File: config.mk
export PLATFORM = sky130hd
export DESIGN_NAME = pong_ball_engine
export DESIGN_NICKNAME = d
export VERILOG_FILES = /design/src/rtl/pong_ball_engine.sv
export SDC_FILE = /design/constraint.sdc
export NUM_CORES = 1
export LEC_CHECK = 0
export ABC_AREA = 1
export BUFFER_PORTS_ARGS = -buffer_cell sky130_fd_sc_hd__buf_2
export CORE_ASPECT_RATIO = 0.8
export CORE_MARGIN = 2
export CORE_UTILIZATION = 50
export DETAILED_ROUTE_END_ITERATION = 8
export GPL_TIMING_DRIVEN = 0
export HOLD_SLACK_MARGIN = 0.08
export PLACE_DENSITY = 0.69
export SYNTH_ARGS = -nofsm -noshare
export SYNTH_HDL_FRONTEND = slang
export SYNTH_HIERARCHICAL = 1
export SYNTH_SLANG_ARGS = --single-unit
File: constraint.sdc
create_clock -name clk -period 6.1 [get_ports clk]
set_clock_uncertainty 0.05 [all_clocks]
set_input_delay 1.22 -clock clk [delete_from_list [all_inputs] [get_ports clk]]
set_output_delay 1.22 -clock clk [all_outputs]
set_load 0.01 [all_outputs]
File: src/rtl/pong_ball_engine.sv
`timescale 1ns/1ps
// Pong ball engine: sub-pixel ball motion with paddle/wall reflection,
// serve/miss sequencing, speed-up on hits and optional slow curving.

// Registered sine lookup with amplitude 127 built from a quarter-wave table.
module pong_sin_lut #(
    parameter int THETA_WIDTH = 6
) (
    input  logic                   clk,
    input  logic                   reset_n,
    input  logic [THETA_WIDTH-1:0] theta_i,
    output logic signed [7:0]      sin_o
);
    logic [5:0] phase;
    logic [4:0] k;
    logic [6:0] mag;

    // Map the angle onto a 64-step circle.
    if (THETA_WIDTH >= 6) begin : g_down
        assign phase = theta_i[THETA_WIDTH-1 -: 6];
    end else begin : g_up
        assign phase = {theta_i, {(6-THETA_WIDTH){1'b0}}};
    end

    function automatic logic [6:0] quarter(input logic [4:0] idx);
        logic [6:0] v;
        case (idx)
            5'd0:    v = 7'd0;
            5'd1:    v = 7'd12;
            5'd2:    v = 7'd25;
            5'd3:    v = 7'd37;
            5'd4:    v = 7'd49;
            5'd5:    v = 7'd60;
            5'd6:    v = 7'd71;
            5'd7:    v = 7'd81;
            5'd8:    v = 7'd90;
            5'd9:    v = 7'd98;
            5'd10:   v = 7'd106;
            5'd11:   v = 7'd112;
            5'd12:   v = 7'd117;
            5'd13:   v = 7'd122;
            5'd14:   v = 7'd125;
            5'd15:   v = 7'd126;
            default: v = 7'd127;
        endcase
        return v;
    endfunction

    // Fold the phase into the first quadrant and look up the magnitude.
    always_comb begin
        k   = phase[4] ? (5'd16 - {1'b0, phase[3:0]}) : {1'b0, phase[3:0]};
        mag = quarter(k);
    end

    // Register the signed result; the lower half-circle is negative.
    always_ff @(posedge clk or negedge reset_n) begin
        if (!reset_n) begin
            sin_o <= '0;
        end else begin
            sin_o <= phase[5] ? -$signed({1'b0, mag}) : $signed({1'b0, mag});
        end
    end
endmodule

module pong_ball_engine #(
    parameter int X_BITS      = 4,
    parameter int Y_BITS      = 4,
    parameter int FRAC_BITS   = 17,
    parameter int THETA_WIDTH = 6,
    parameter int SPEED_W     = 5,
    parameter int MAX_SPEED   = 15,
    parameter int ROT_PERIOD  = 500,
    parameter int HOLD_TICKS  = 1000
) (
    input  logic                     clk,
    input  logic                     reset_n,
    input  logic                     tick,
    input  logic                     serve,
    input  logic                     serve_dir,
    input  logic [SPEED_W-1:0]       base_speed,
    input  logic                     curve_en,
    input  logic [(1<<Y_BITS)-1:0]   lpaddle,
    input  logic [(1<<Y_BITS)-1:0]   rpaddle,
    output logic [X_BITS-1:0]        x,
    output logic [Y_BITS-1:0]        y,
    output logic [THETA_WIDTH-1:0]   theta,
    output logic [SPEED_W-1:0]       speed,
    output logic                     in_play,
    output logic                     hit,
    output logic                     miss_l,
    output logic                     miss_r
);
    localparam int PW_X = X_BITS + FRAC_BITS;
    localparam int PW_Y = Y_BITS + FRAC_BITS;
    localparam int RW   = $clog2(ROT_PERIOD + 1);
    localparam int HW   = $clog2(HOLD_TICKS + 1);

    localparam logic [PW_X-1:0] HOR_C = {1'b1, {(PW_X-1){1'b0}}};
    localparam logic [PW_Y-1:0] VERT_C = {1'b1, {(PW_Y-1){1'b0}}};
    localparam logic [THETA_WIDTH-1:0] TH_HALF =
        {1'b1, {(THETA_WIDTH-1){1'b0}}};
    localparam logic [THETA_WIDTH-1:0] TH_QTR =
        {2'b01, {(THETA_WIDTH-2){1'b0}}};
    localparam logic [X_BITS-1:0]  X_MAX     = '1;
    localparam logic [SPEED_W-1:0] SPD_MAX   = SPEED_W'(MAX_SPEED);
    localparam logic [RW-1:0]      ROT_LAST  = RW'(ROT_PERIOD - 1);
    localparam logic [HW-1:0]      HOLD_LAST = HW'(HOLD_TICKS - 1);

    typedef enum logic [1:0] {
        S_IDLE,
        S_PLAY,
        S_MISS
    } state_e;

    state_e                   state_q;
    logic                     tick_q;
    logic [PW_X-1:0]          hor_q;
    logic [PW_Y-1:0]          vert_q;
    logic [THETA_WIDTH-1:0]   theta_q;
    logic [SPEED_W-1:0]       speed_q;
    logic [RW-1:0]            rot_q;
    logic                     pend_q;
    logic [HW-1:0]            hold_q;
    logic                     in_play_q;
    logic                     hit_q;
    logic                     miss_l_q;
    logic                     miss_r_q;

    logic signed [7:0]        sin_v;
    logic signed [7:0]        cos_v;
    logic [THETA_WIDTH-1:0]   cos_theta;

    logic signed [PW_X-1:0]   cos_w, spdx_w, dx;
    logic signed [PW_Y-1:0]   sin_w, spdy_w, dy;
    logic [PW_X-1:0]          hor_d;
    logic [PW_Y-1:0]          vert_d;
    logic [X_BITS-1:0]        x_c, nx;
    logic [Y_BITS-1:0]        y_c, ny;
    logic                     left_mv, up_mv;
    logic                     pad_hit, mis_l, mis_r, wall;
    logic                     rot_wrap, consume;
    logic [SPEED_W-1:0]       spd_up;

    assign cos_theta = theta_q + TH_QTR;

    pong_sin_lut #(.THETA_WIDTH(THETA_WIDTH)) u_sin (
        .clk     (clk),
        .reset_n (reset_n),
        .theta_i (theta_q),
        .sin_o   (sin_v)
    );

    pong_sin_lut #(.THETA_WIDTH(THETA_WIDTH)) u_cos (
        .clk     (clk),
        .reset_n (reset_n),
        .theta_i (cos_theta),
        .sin_o   (cos_v)
    );

    // Candidate step and the reflection/miss conditions it would cause.
    always_comb begin
        cos_w   = PW_X'(cos_v);
        spdx_w  = PW_X'(speed_q);
        dx      = cos_w * spdx_w;
        sin_w   = PW_Y'(sin_v);
        spdy_w  = PW_Y'(speed_q);
        dy      = sin_w * spdy_w;
        hor_d   = hor_q + dx;
        vert_d  = vert_q + dy;
        x_c     = hor_q[PW_X-1 -: X_BITS];
        y_c     = vert_q[PW_Y-1 -: Y_BITS];
        nx      = hor_d[PW_X-1 -: X_BITS];
        ny      = vert_d[PW_Y-1 -: Y_BITS];
        left_mv = (theta_q[THETA_WIDTH-1] == theta_q[THETA_WIDTH-2]);
        up_mv   = theta_q[THETA_WIDTH-1];
        pad_hit = left_mv ? ((nx == X_MAX) && lpaddle[ny])
                          : ((nx == '0) && rpaddle[ny]);
        mis_l   = left_mv && (nx < x_c);
        mis_r   = !left_mv && (nx > x_c);
        wall    = up_mv ? ((y_c == '0) && (ny != '0))
                        : ((y_c != '0) && (ny == '0));
        rot_wrap = (rot_q == ROT_LAST);
        consume  = !pad_hit && !mis_l && !mis_r && !wall
                   && pend_q && curve_en;
        spd_up   = (speed_q >= SPD_MAX) ? SPD_MAX : speed_q + 1'b1;
    end

    // Serve / play / miss-hold sequencer with registered outputs.
    always_ff @(posedge clk or negedge reset_n) begin
        if (!reset_n) begin
            state_q   <= S_IDLE;
            tick_q    <= 1'b0;
            hor_q     <= HOR_C;
            vert_q    <= VERT_C;
            theta_q   <= '0;
            speed_q   <= '0;
            rot_q     <= '0;
            pend_q    <= 1'b0;
            hold_q    <= '0;
            in_play_q <= 1'b0;
            hit_q     <= 1'b0;
            miss_l_q  <= 1'b0;
            miss_r_q  <= 1'b0;
        end else begin
            hit_q    <= 1'b0;
            miss_l_q <= 1'b0;
            miss_r_q <= 1'b0;
            tick_q   <= tick && !tick_q && (state_q != S_IDLE);
            unique case (state_q)
                S_IDLE: begin
                    if (serve) begin
                        theta_q   <= serve_dir ? TH_HALF : '0;
                        speed_q   <= base_speed;
                        rot_q     <= '0;
                        pend_q    <= 1'b0;
                        in_play_q <= 1'b1;
                        state_q   <= S_PLAY;
                    end
                end
                S_PLAY: begin
                    if (tick_q) begin
                        rot_q  <= rot_wrap ? '0 : rot_q + 1'b1;
                        pend_q <= rot_wrap || (pend_q && !consume);
                        if (pad_hit) begin
                            hit_q   <= 1'b1;
                            speed_q <= spd_up;
                            if (wall) begin
                                theta_q <= theta_q + TH_HALF;
                            end else begin
                                theta_q <= TH_HALF - theta_q;
                                vert_q  <= vert_d;
                            end
                        end else if (mis_l || mis_r) begin
                            miss_l_q  <= mis_l;
                            miss_r_q  <= mis_r;
                            hold_q    <= '0;
                            in_play_q <= 1'b0;
                            state_q   <= S_MISS;
                        end else if (wall) begin
                            theta_q <= '0 - theta_q;
                            hor_q   <= hor_d;
                        end else begin
                            hor_q  <= hor_d;
                            vert_q <= vert_d;
                            if (consume) begin
                                theta_q <= theta_q + 1'b1;
                            end
                        end
                    end
                end
                S_MISS: begin
                    if (tick_q) begin
                        if (hold_q == HOLD_LAST) begin
                            hold_q  <= '0;
                            hor_q   <= HOR_C;
                            vert_q  <= VERT_C;
                            state_q <= S_IDLE;
                        end else begin
                            hold_q <= hold_q + 1'b1;
                        end
                    end
                end
                default: state_q <= S_IDLE;
            endcase
        end
    end

    assign x       = hor_q[PW_X-1 -: X_BITS];
    assign y       = vert_q[PW_Y-1 -: Y_BITS];
    assign theta   = theta_q;
    assign speed   = speed_q;
    assign in_play = in_play_q;
    assign hit     = hit_q;
    assign miss_l  = miss_l_q;
    assign miss_r  = miss_r_q;
endmodule

==> out/metrics.csv <==
metric,value,unit
XOR/XNOR Fraction of Synth Area,4.342,%
adder-cell share of the synthesized area,20.30,%
Antenna Nets Post-Route,0,
vias in the first global route,11160,
final setup fails,69,
sequential area share after synthesis,20.26,%
instance count on the critical path,34,
status,finished with violations,
dominant cell type by area after synthesis,dfrtp_1,
DRT iter0 DRCs,896,
number of buffers and inverters on the critical path,6,
RSZ-0062 raised after global routing,yes,
relative slew slack,44.01,%
max cap viols,0,
hold path depth,1,
starting density of the core,50.87,%
antenna violations before repair,0,
met1 GRT Util,38.70,%
"commonest cells after routing, fill and taps aside","429 x nand2_1, 324 x inv_1, 91 x ha_1, 91 x dfrtp_1, 90 x nand3_1",
slowest CP cell,fa_1,
final hold violations,0,
clk_lat worst skew,370,ps
synthesized cell area,0.01187,mm²
H-tree depth,3,
ANT cells,0,
synthesized flop and latch total,96,
"CP delay by family, top",adder cells,
GRT Max-Usage Layer,met2,
Placed Cells,2170,
hold_buf cts,0,
"top cells by area, synth","dfrtp_1 20%, nand2_1 16%, ha_1 13%",
Post-Synth Simple-Gate Area,30.27,%
IO Count,66,
Post-Syn Instances,1792,
Max Transition Viols Final,0,
Setup crit end kind,flip-flop,
kind of critical path,reg -> reg,
Syn Area/Cell,6.625,µm²
synthesis warning total,6,
deepest clock path buffer count,2,
"Max FO, Critical Path",7,
Max Fclk,150.5,MHz
R2R depth,34,
Final Cycle Share,108.9,%
met2 usage,43.30,%
Final HPWL DP,24200,µm
DP Worst Slack,-1408,ps
Yosys cell types,47,
drt drc,0,
Total Wirelength,34530,µm
Worst path max stage delay,540,ps
Synth Area in Compound Gates,11.36,%
clk slew on worst S/H paths,80,ps
TritonCTS clock tree,done,
non-filler instance count after layout,2281,
routed via count,11910,
pin count of the biggest net entering global routing,66,
row cnt,50,
First-pass DRT Iterations,5,
main combinational cell family by area after synthesis,simple AND/OR/NAND/NOR gates,
worst hold path class,reg -> reg,
Core ar.,0.02333,mm²
fill count,1975,
minimum clock period,6644,ps
routing usage on met3,4.448,%
nets,2172,
Worst EP arrival,6900,ps
Mapped Nets,2000,
share of post-route cells with drive strength above 1,26.66,%
"commonest non-fill, non-tap cell in the layout",nand2_1,
multiplexer share of the synthesized area,0,%
total gr overflow,0,
routability cong.,0.9475,
die span in x,176.3,µm
die footprint,0.02500,mm²
wire per inst,15.14,µm
startpoint type of the worst setup path,flip-flop,
drt via density,5.222,
worst setup margin,-544.2,ps
GRT Resource Usage Total,27.11,%
Clock Tree Root,clkbuf_16,
I/O Buffers,65,
Worst-Margin Slew,839.9,ps
wire length of the first global-routing pass,54620,µm
die height,141.8,µm
# clock sinks,96,
CTS Buf Count,9,
failing checks,setup timing,
Layout area overhead,29.05,%
CP Data Required Time,6360,ps
top cell type's share of synthesized area,19.81,%
cell mode on critical path,nand2_1,
cell families after synthesis:
group / after synthesis
AND/OR/NAND/NOR: 827
buffers and inverters: 397
AO/OA/AOI/OAI: 249
adder cells (fa/ha/maj): 165
flip-flops: 96
XOR/XNOR: 58
synthesized netlist by cell type (all sizes together):
library cell	number
a211oi	2
o22ai	6
a21oi	87
nor2	109
xnor2	18
o31ai	4
o21ai	120
o21bai	9
a41oi	1
a31oi	10
nand2	537
nand3	114
xor2	40
fa	46
buf	30
nor3	23
nor4	4
o221ai	1
a21o	3
nand3b	4
o21a	2
a21boi	2
dfstp	2
inv	352
ha	119
o211ai	2
clkbuf	15
dfrtp	94
or2	16
nand4	20
stage by stage:
step	utilization [%]	hold WS (ps)	setup TNS, ps	cell area, µm²
finish	65.65	428.8	-31160	15320
global route	65.65	450.4	-50220	15320
CTS	61.27	429.3	-27430	14300
detailed placement	54.57	412.3	-84770	12730
global placement	54.45	399.4	-76770	12700
floorplan	-	382.6	-75.69	11990
layout make-up:
| class | count | area [µm²] | share of cell area [%] |
|---|---|---|---|
| clock inverter | 7 | 81.33 | 0.5309 |
| multi-input combinational | 1302 | 9265 | 60.48 |
| clock buffer | 9 | 225.2 | 1.470 |
| inverter | 352 | 1324 | 8.641 |
| tap | 312 | 390.4 | 2.548 |
| sequential | 96 | 2409 | 15.72 |
| timing repair buffer | 161 | 1232 | 8.045 |
| buffer | 42 | 392.9 | 2.565 |
final timing paths:
path / start / to / slack, ps
hold / removal: rot_q[5] / rot_q[5] / 430
min in group asynchronous: reset_n / vert_q[13] / 740
setup reg to reg: speed[2] / vert_q[4] / -540
hold reg to reg: rot_q[5] / rot_q[5] / 430
setup / recovery: speed[2] / vert_q[4] / -540
max in group asynchronous: reset_n / speed[2] / 4540
metal layers:
metal  wire [µm]  up-vias
li1            -     5955
met5           0        -
met2       15840      299
met3        2077       37
met4         461        0
met1       16150     5620
state kept, by name, summed over array words and instances (netlist names):
signal,count
miss_r,1
hit,1
hold_q,10
state_q,2
miss_l,1
hor_q,21
u_sin/sin_o,8
in_play,1
vert_q,21
u_cos/sin_o,8
pend_q,1
theta,6
tick_q,1
speed,5
rot_q,9
what timing repair did:
item                                    in CTS  in global routing
buffers inserted                            49                 36
endpoints found under the setup margin      70                 70
pin swaps                                   47                 86
resized for setup                          181                177
cloned                                       8                  5
Power is left out: the tool's default activity adds up to more than one toggle a clock period on the data nets, which glitch-free logic cannot reach.
